===== src/rtl/mp_serdes_pkg.sv =====
// Shared types and constants for the mp serializer/deserializer path.
package mp_serdes_pkg;
   typedef enum logic {IDLE = 1'b0, RUN = 1'b1} state_t;

   localparam int ELS_DEFAULT = 256;
   localparam bit LSB_FIRST   = 1'b1;
   localparam bit MSB_FIRST   = 1'b0;
endpackage


===== src/rtl/mp_deser_frame_ctr.sv =====
// Bit-index counter for the deserializer: wraps per word, holds on slip,
// restarts at 1 on align (the align cycle's bit is bit 0).
module mp_deser_frame_ctr
   import mp_serdes_pkg::*;
#(
   parameter int els_p = ELS_DEFAULT,
   localparam int idx_w = $clog2(els_p)
) (
   input  logic             clk_i,
   input  logic             reset_ni,
   input  logic             run,
   input  logic             start,
   input  logic             slip,
   output logic [idx_w-1:0] idx,
   output logic             wrap,
   output logic             half
);
   localparam logic [idx_w-1:0] LAST = idx_w'(els_p - 1);
   localparam logic [idx_w-1:0] HALF = idx_w'(els_p / 2);

   logic [idx_w-1:0] idx_next;

   always_comb begin
      idx_next = idx;
      wrap     = 1'b0;
      if (start) begin
         idx_next = idx_w'(1);
      end else if (run && !slip) begin
         if (idx == LAST) begin
            idx_next = '0;
            wrap     = 1'b1;
         end else begin
            idx_next = idx + idx_w'(1);
         end
      end
   end

   // Word clock is high for the first half of the word, judged on the updated index
   assign half = (idx_next < HALF);

   always_ff @(posedge clk_i or negedge reset_ni) begin
      if (!reset_ni) idx <= '0;
      else           idx <= idx_next;
   end
endmodule


===== src/rtl/mp_deserializer_top.sv =====
// Serial-to-parallel receiver: reassembles els_p-bit words from a 1-bit
// stream with align-based framing, bit slip and a regenerated word clock.
module mp_deserializer_top
   import mp_serdes_pkg::*;
#(
   parameter int els_p       = ELS_DEFAULT,
   parameter bit lsb_first_p = LSB_FIRST
) (
   input  logic             clk_i,
   input  logic             reset_ni,
   input  logic             data_i,
   input  logic             align_i,
   input  logic             slip_i,
   output logic [els_p-1:0] data_o,
   output logic             v_o,
   output logic             word_clk_o,
   output logic             locked_o,
   output logic             align_err_o
);
   localparam int idx_w = $clog2(els_p);
   localparam logic [idx_w-1:0] LAST = idx_w'(els_p - 1);

   state_t           state_q, state_d;
   logic             run, store, wrap, half;
   logic [idx_w-1:0] idx, wr_idx, wr_pos;
   logic [els_p-1:0] sreg, word_next;

   mp_deser_frame_ctr #(.els_p(els_p)) u_ctr (
      .clk_i    (clk_i),
      .reset_ni (reset_ni),
      .run      (run),
      .start    (align_i),
      .slip     (slip_i),
      .idx      (idx),
      .wrap     (wrap),
      .half     (half)
   );

   always_comb begin
      state_d = state_q;
      run     = 1'b0;
      case (state_q)
         IDLE:    if (align_i) state_d = RUN;
         RUN:     run = 1'b1;
         default: state_d = IDLE;
      endcase
   end

   // Align always writes bit 0, whatever the current index
   assign store  = align_i || (run && !slip_i);
   assign wr_idx = align_i ? '0 : idx;
   assign wr_pos = lsb_first_p ? wr_idx : (LAST - wr_idx);

   always_comb begin
      word_next         = sreg;
      word_next[wr_pos] = data_i;
   end

   always_ff @(posedge clk_i or negedge reset_ni) begin
      if (!reset_ni) begin
         state_q     <= IDLE;
         sreg        <= '0;
         data_o      <= '0;
         v_o         <= 1'b0;
         word_clk_o  <= 1'b0;
         align_err_o <= 1'b0;
      end else begin
         state_q     <= state_d;
         v_o         <= wrap;
         align_err_o <= run && align_i && (idx != '0);
         if (store)           sreg       <= word_next;
         if (wrap)            data_o     <= word_next;
         if (run || align_i)  word_clk_o <= half;
      end
   end

   assign locked_o = (state_q == RUN);
endmodule


===== config.mk =====
export PLATFORM = sky130hd
export DESIGN_NAME = mp_deserializer_top
export DESIGN_NICKNAME = d
export VERILOG_FILES = /design/src/rtl/mp_serdes_pkg.sv /design/src/rtl/mp_deser_frame_ctr.sv /design/src/rtl/mp_deserializer_top.sv
export SDC_FILE = /design/constraint.sdc
export NUM_CORES = 1
export LEC_CHECK = 0
export ABC_AREA = 1
export CORE_ASPECT_RATIO = 1.5
export CORE_UTILIZATION = 35
export DETAILED_ROUTE_END_ITERATION = 7
export PLACE_DENSITY_LB_ADDON = 0.3
export SKIP_CTS_REPAIR_TIMING = 1
export SYNTH_ARGS = -nofsm -noshare
export SYNTH_HDL_FRONTEND = slang
export SYNTH_SLANG_ARGS = --single-unit

===== constraint.sdc =====
create_clock -name clk_i -period 2.1 [get_ports clk_i]
set_input_delay 0.21 -clock clk_i [delete_from_list [all_inputs] [get_ports clk_i]]
set_output_delay 0.21 -clock clk_i [all_outputs]
set_load 0.05 [all_outputs]

# ---- After elaboration in Yosys (flattened, before gate mapping)
# Index checks and enable logic that the tools add are counted.
# Widths: inputs -> output; s select.
dict set report totals {
  ff_bits 524
  wordCells 33
  output_inout_bits 260
}
dict set report classes {
  reduce_logical 8
  n_addsub 1
  order_cmp 3
  n_mux 13
  eq_ne 1
}
# cell count
set op_table {}
lappend op_table {{$bwmux 256} 1}
lappend op_table {{$mux 8} 4}
lappend op_table {{$lt 8x9->1 const B} 1}
lappend op_table {{$add 8x1->8 const B} 1}
lappend op_table {{$demux 1 s8} 1}
lappend op_table {{$eq 8x8->1 const B} 1}
lappend op_table {{$ge 8x1->1 const B} 1}
lappend op_table {{$lt 8x8->1 const B} 1}
lappend op_table {{$reduce_bool 8->1} 1}
lappend op_table {{$mux 1} 7}
lappend op_table {{$logic_and 1x1->1} 4}
lappend op_table {{$logic_or 1x1->1} 2}
lappend op_table {{$logic_not 1->1} 1}

# ---- Longest topological paths before layout
# Gate-level depths: netlist of run 1.
dict set report depth {
  depth_word 6
  depth_mapped 11
  depth_no_buf 9
}

# ---- Modules after synthesis
# A second synthesis of run 1 with hierarchy kept.
dict set report unflattened {
  hier_cells 3456
  area_unflattened_um2 25329.3
}
# module instances area_per_inst_um2 cells_each seq_area_each_um2
set by_module_without_submodules {}
lappend by_module_without_submodules {mp_deserializer_top 1 24833.8 3388 12912.4}
lappend by_module_without_submodules {mp_deser_frame_ctr 1 495.5 68 200.2}

# ---- Least setup slack after synthesis of run 1
# Ideal clock, no wire load.
dict set report synth_timing {
  path_type {reg-to-reg}
  start {reg u_ctr.idx[1]}
  end {reg data_o[0]}
  arrival_time_ns 1.717
  synth_period_minus_slack_ns 1.835
  slack_ns 0.265
  stages_incl_launch_ff 11
  required_ns 1.982
  cell_sequence {dfrtp_1 ha_1 nand2_1 nor2_2 nand2_1 nor3_4 inv_2 buf_2 clkbuf_1 nand2_1 nand2_1}
}
dict set report synth_via {
  elab_chain_cells 6
  word_cells_on_any_way 11
  cone_classes {order compare (2); eq/ne (1); mux (7); reduce/logical (1)}
}
# element line_no
set synth_rtl {}
lappend synth_rtl {{start, declared} mp_deser_frame_ctr.sv:14} ;# output logic [idx_w-1:0] idx,
lappend synth_rtl {{start signal, assigned} mp_deser_frame_ctr.sv:43} ;# else idx <= idx_next;
lappend synth_rtl {{$mux 8} mp_deserializer_top.sv:51} ;# assign wr_idx = align_i ? '0 : idx;
lappend synth_rtl {{$lt 8x9->1 (implied by the code) or $ge 8x1->1 (tied branches)} mp_deserializer_top.sv:56} ;# word_next[wr_pos] = data_i;
lappend synth_rtl {{$logic_and 1x1->1 (implied by the code)} mp_deserializer_top.sv:56}
lappend synth_rtl {{$mux 1 (implied by the code)} mp_deserializer_top.sv:56}
lappend synth_rtl {{$demux 1 s8} mp_deserializer_top.sv:56}
lappend synth_rtl {{$bwmux 256} mp_deserializer_top.sv:56}
lappend synth_rtl {{end signal, assigned} mp_deserializer_top.sv:72} ;# if (wrap) data_o <= word_next;
lappend synth_rtl {{end, declared} mp_deserializer_top.sv:14} ;# output logic [els_p-1:0] data_o,
# Parallel ways exist; a longest one is shown, timed or not.
# A chain may end at the register's enable or synchronous reset.

# ---- Worst setup path in the final report of run 1
dict set report layout_timing {
  start {reg data_o[12]}
  end {out data_o[12]}
}
# No word-level cell between the ends.

==> metrics.md, run 1 <==
| Metric | Value |
|---|---|
| Status | finished clean |
| CP peak stage delay | 840 ps |
| Worst setup path class | flop to output port |
| Period utilization | 99.1% |
| Area share of the leading cell type in the synthesized netlist | 53.4% |
| Worst rel slew slack | 59.4% |
| Initial Utilization | 35.4% |
| Clock Path Buffers | 3 |
| Drt pass-1 iters | 5 |
| Dpl ws | -53.0 ps |
| CTS HTree Levels | 2 |
| Net switching power figure | 5.21 mW |
| CTS tree | built |
| CORE AREA | 69,200 µm² |
| Synth area leaders | dfrtp_1, nand2_1, nand3_1 |
| FFs w/ async S/R, synth | 100% |
| Post-route cell area | 32,100 µm² |
| Routed len/inst | 22.1 µm |
| Part of the power in registers | 48.6% |
| Total negative setup slack | 0 ps |
| Sequential area share after synthesis | 53.4% |
| Worst-path cell chain | clkdlybuf4s50_1 |
| Pint | 16.0 mW |
| Vias in the first global route | 22.4k |
| Die W | 218 µm |
| Sw Share | 24.5% |
| Dominant synthesized flop cell | dfrtp_1 |
| Worst skew pair latency | 610 ps |
| Footprint of the multi-input gates | 10,300 µm² |
| Total wire length | 93.7 mm |
| PnR worst setup slack | 19.5 ps |
| Layout cells sized above 1 | 11.7% |
| Layout Utilization | 46.4% |
| Nets@finish | 3,310 |
| Setup violations, final | 0 |
| Total grt overflow | 0 |
| Clock Skews | 14.2 ps |
| Site row count | 118 |
| Die area | 71,200 µm² |
| Synth top cells by count | nand2_1, nand3_1, dfrtp_1 |
| First-pass GRT wire length | 141 mm |
| Largest net degree at the start of global routing | 86 |
| Kind of end point of the critical path | output port |
| PortBufs | 264 |
| Clock power frac | 45.1% |
| All-Layer GR Usage | 26.1% |
| Comb power frac | 6.3% |
| Top Ports | 265 |
| Fill cells | 6,627 |
| Worst-path clk slew | 70 ps |
| Max_cap viols | 0 |
| Fin crit period | 2080 ps |
| Initial antenna violation count | 2 |
| Critical path's top delay family | buffers and inverters |
| Post-synth top area cell | dfrtp_1 |
| Hold WS | 90.8 ps |
| Syn Area/Cell | 8.29 µm² |
| Slew Limit Fails | 0 |
| Buf+Inv Stages, Crit Path | 1 |
| P_leak | 16.4 nW |
| Cells after Synth | 2,961 |
| Number of synthesized register bits | 524 |
| Critical path peak fanout | 2 |
| Final Non-Filler Cells | 4,245 |
| CP required | 1890 ps |
| Post-synth EDFFs | 0 |
| Num CTS Buffers | 51 |
| Vias post-DR | 23.1k |
| Final Hold Fails | 0 |
| Peak VDD IR | 0.000560 V |
| Pwr Density | 661 nW/µm² |
| Initial DRC count | 2,511 |
| Sequential cell area | 13,100 µm² |
| Netlist cell types | 25 |
| Fmax | 481 MHz |
| Dpl cells | 4,137 |
| Post-DRT Antenna Nets | 0 |
| # DRC | 0 |
| Worst hold path type | input pin to async pin |
| Chip Height | 326 µm |
| Total power | 21.2 mW |
| Final RePlAce weighted congestion | 0.954 |
| Post-DP HPWL | 62.9 mm |
| Placed Area | 30,200 µm² |
| Yosys Warn Count | 0 |
| Mapped Nets | 2,968 |
| Vias/cell | 5.45 |
| Area Growth Syn to Fin | 31.0% |
| CP max stage cell | clkdlybuf4s50_1 |
| Actual slew at the worst max-slew pin | 608 ps |
| Startpoint types | flop |
| Root buf cell | clkbuf_16 |
| Diode count | 0 |
| Mapped cell area | 24,500 µm² |
| Num Clock Sinks | 524 |
| Worst Path Arrival | 1870 ps |
| Most frequent cell after synthesis | nand2_1 |
sequential cells by signal, indices dropped and copies added, names as in the netlist:
signal / flops
align_err_o: 1
data_o: 256
locked_o: 1
sreg: 256
u_ctr.idx: 8
v_o: 1
word_clk_o: 1
cells in the final DEF (no fill, tap or decap), types with 2 or more instances in the layout:
cell             instances
a21oi_1                  2
a31oi_1                  2
buf_12                  90
buf_4                  145
bufinv_16                5
clkbuf_1                14
clkbuf_16               54
clkbuf_8                 7
clkdlybuf4s50_1        228
clkinv_2                 9
clkinv_4                 2
clkinvlp_4               4
dfrtp_1                524
dlymetal6s2s_1          32
inv_1                   28
inv_2                   23
inv_6                    3
inv_8                    3
nand2_1               1061
nand2_2                 26
nand3_1                776
nor2_1                  13
nor2_2                  11
nor2_4                   5
o21ai_0                 14
o21ai_1                  3
o21bai_1               245
o22ai_1                  4
xor2_1                   2
power groups by stage:
stage | logic [mW] | clock network (mW) | registers, mW
4_1_cts | 1.34 | 9.78 | 10.3
3_5_place_dp | 1.34 | 0 | 10.5
2_1_floorplan | 0.593 | 0 | 10.5
6_report | 1.34 | 9.58 | 10.3
3_3_place_gp | 1.32 | 0 | 10.5
5_1_grt | 1.46 | 10.1 | 10.3
cells by family after synthesis:
logic type      after synthesis  share of synthesized area (%)
fa+ha+maj                     2                          0.102
flops                       524                           53.4
compound gates              271                           8.07
buf+inv                     266                           4.93
xor+xnor                      3                          0.107
simple gates               1895                           33.3
final timing paths:
check                      cells past startpoint                       to                     start  slack (ps)
setup reg to reg                              11   data_o[55]$_DFFE_PN0P_  u_ctr.idx[0]$_DFFE_PN0P_          80
hold reg to reg                                2    sreg[240]$_DFFE_PN0P_     sreg[240]$_DFFE_PN0P_         470
max in group asynchronous                      3   data_o[74]$_DFFE_PN0P_                  reset_ni        1100
setup / recovery                               1               data_o[12]    data_o[12]$_DFFE_PN0P_          20
min in group clk_i                             4    align_err_o$_DFF_PN0_                   align_i         390
hold / removal                                 2  data_o[249]$_DFFE_PN0P_                  reset_ni          90
final cells by class:
| type | instances | area share (%) |
|---|---|---|
| multi-input combinational | 2171 | 32.0 |
| tap | 900 | 3.50 |
| timing repair buffer | 501 | 17.7 |
| clock inverter | 23 | 0.837 |
| inverter | 54 | 0.701 |
| clock buffer | 72 | 4.44 |
| sequential | 524 | 40.8 |
per-layer routing:
metal	track usage (%)	vias to the layer above	share of wire [%]	wire length, µm
met5	0	-	0	0
met4	13.9	0	5.9	5550
met3	3.71	227	6.7	6270
met2	41.0	1058	46	43500
met1	34.8	11325	41	38400
li1	-	10521	-	-
(Power assumes the default switching activity.)
==> run 2, diff against run 1 <==
==> constraint.sdc (replaced) <==
create_clock -name clk_i -period 1.73 [get_ports clk_i]
set_input_delay 0.173 -clock clk_i [delete_from_list [all_inputs] [get_ports clk_i]]
set_output_delay 0.173 -clock clk_i [all_outputs]
set_load 0.05 [all_outputs]
==> run 2 against run 1 <==
Against the previous run:
- the run now ends with negative setup slack left
- setup slack got worse by 270 ps
- core utilization rose by 6.1 points
- first-iteration DRC count fell by 2.4%
- total power rose by 26%
- cell count rose by 2.7%
- critical path type is now flop to flop
==> metrics.md, run 2 (same netlist as run 1, synthesis figures left out) <==
| Metric | Value |
|---|---|
| CTS tree | built |
| Actual slew at the worst max-slew pin | 542 ps |
| Max_cap viols | 0 |
| Die area | 71,200 µm² |
| Dpl ws | -632 ps |
| Footprint of the multi-input gates | 12,100 µm² |
| Layout cells sized above 1 | 26.7% |
| Vias post-DR | 24.0k |
| Initial antenna violation count | 1 |
| All-Layer GR Usage | 25.7% |
| Diode count | 0 |
| P_leak | 20.4 nW |
| Die W | 218 µm |
| PortBufs | 264 |
| Commonest non-fill, non-tap cell in the layout | nand2_1 |
| Worst-path clk slew | 70 ps |
| Initial Utilization | 35.4% |
| Period utilization | 115% |
| CP peak stage delay | 390 ps |
| Num CTS Buffers | 50 |
| Post-route cell area | 36,400 µm² |
| Num Clock Sinks | 524 |
| Part of the power in registers | 47.0% |
| Chip Height | 326 µm |
| Largest net degree at the start of global routing | 82 |
| CORE AREA | 69,200 µm² |
| Most frequent cells in the layout | nand2_1, nand3_1, dfrtp_1 |
| Pint | 20.2 mW |
| Clock Skews | 23.5 ps |
| Reg2reg start | u_ctr.idx[1]$_DFFE_PN0P_ |
| CP max stage cell | dfrtp_2 |
| Routed len/inst | 23.0 µm |
| Nets@finish | 3,428 |
| CTS HTree Levels | 2 |
| Area Growth Syn to Fin | 48.2% |
| Placed Area | 30,500 µm² |
| Worst rel slew slack | 63.8% |
| Startpoint types | flop |
| Pwr Density | 734 nW/µm² |
| Post-DRT Antenna Nets | 0 |
| Worst r2r path cells | 12 |
| Total power | 26.7 mW |
| Critical path peak fanout | 6 |
| Worst-path cell chain | ha_4 > nand2_4 > nor2_4 > nand2_2 > nor3_4 > buf_12 > buf_12 > buf_12 > inv_12 > clkbuf_16 > nand2_2 > nand2_1 |
| Net switching power figure | 6.54 mW |
| Setup violations, final | 412 |
| Drt pass-1 iters | 6 |
| Comb power frac | 7.6% |
| CP required | 2230 ps |
| Post-DP HPWL | 62.7 mm |
| Failing checks | negative setup slack |
| Peak VDD IR | 0.000623 V |
| Worst setup path class | flop to flop |
| Largest registers | data_o (256), sreg (256), u_ctr.idx (8) |
| Worst hold path type | input pin to async pin |
| Root buf cell | clkbuf_16 |
| Kind of end point of the critical path | flop |
| Worst skew pair latency | 630 ps |
| Layout Utilization | 52.5% |
| Clock Path Buffers | 3 |
| Site row count | 118 |
| Worst Path Arrival | 2480 ps |
| Worst r2r dst | data_o[250]$_DFFE_PN0P_ |
| Slew Limit Fails | 0 |
| Crit path top cell by count | buf_12 |
| Fill cells | 6,123 |
| Final Hold Fails | 0 |
| Vias in the first global route | 22.2k |
| Sequential cell area | 13,100 µm² |
| # DRC | 0 |
| Vias/cell | 5.51 |
| Initial DRC count | 2,450 |
| Fmax | 505 MHz |
| Setup repair after global routing missed its margin | yes |
| First-pass GRT wire length | 139 mm |
| Total wire length | 100 mm |
| Sw Share | 24.5% |
| Reg2reg setup slack | -250 ps |
| Final RePlAce weighted congestion | 0.918 |
| Top Ports | 265 |
| Clock power frac | 45.4% |
| PnR worst setup slack | -252 ps |
| Fin crit period | 1980 ps |
| Status | finished with violations |
| Total grt overflow | 0 |
==> run 2: critical path, delay by kind of cell, from the launching register on <==
kind | cells | cell delay [ps]
buffers and inverters | 5 | 660
and+or+nand+nor | 6 | 650
DFF | 1 | 390
adders and majority gates | 1 | 160
==> run 2: power by group through the flow <==
stage	registers [mW]	logic, mW	clock network (mW)
2_1_floorplan	12.8	0.720	0
3_3_place_gp	12.8	1.69	0
3_5_place_dp	12.8	1.70	0
4_1_cts	12.5	1.70	12.3
5_1_grt	12.6	2.18	12.7
6_report	12.5	2.03	12.1
==> run 2: final cells by class <==
class	count	share of cell area (%)
repair inverters	5	0.282
multi-input cells	2171	33.3
repair buffers	615	21.5
flip-flops and latches	524	36.1
clock inverters	27	1.10
inverters	54	0.812
clock buffers	65	3.79
well taps	900	3.10
==> run 2: routing by layer <==
metal | GRT usage (%) | wire [µm] | up-vias
li1 | - | - | 10791
met1 | 35.1 | 40400 | 11879
met2 | 40.5 | 47200 | 1112
met3 | 3.79 | 7030 | 263
met4 | 11.4 | 5780 | 2
met5 | 0 | 13 | -
==> run 2: worst max path at each step <==
stage | startpoint | slack (ps) | to
after floorplan | u_ctr.idx[1]$_DFFE_PN0P_ | -30 | data_o[0]$_DFFE_PN0P_
after global placement | align_i | -630 | data_o[81]$_DFFE_PN0P_
after detailed placement | align_i | -630 | data_o[49]$_DFFE_PN0P_
after CTS | data_o[59]$_DFFE_PN0P_ | -380 | data_o[59]
after global routing | u_ctr.idx[0]$_DFFE_PN0P_ | -310 | data_o[141]$_DFFE_PN0P_
final | u_ctr.idx[1]$_DFFE_PN0P_ | -250 | data_o[250]$_DFFE_PN0P_
==> run 2: stage by stage <==
stage	setup TNS [ps]	hold WS, ps	cells
6_report	-57760	22.1	4361
3_5_place_dp	-253150	76.8	4183
4_1_cts	-98460	-585	4275
3_3_place_gp	-249620	69.5	4183
2_1_floorplan	-4210	-123	2961
5_1_grt	-88900	36.1	4361
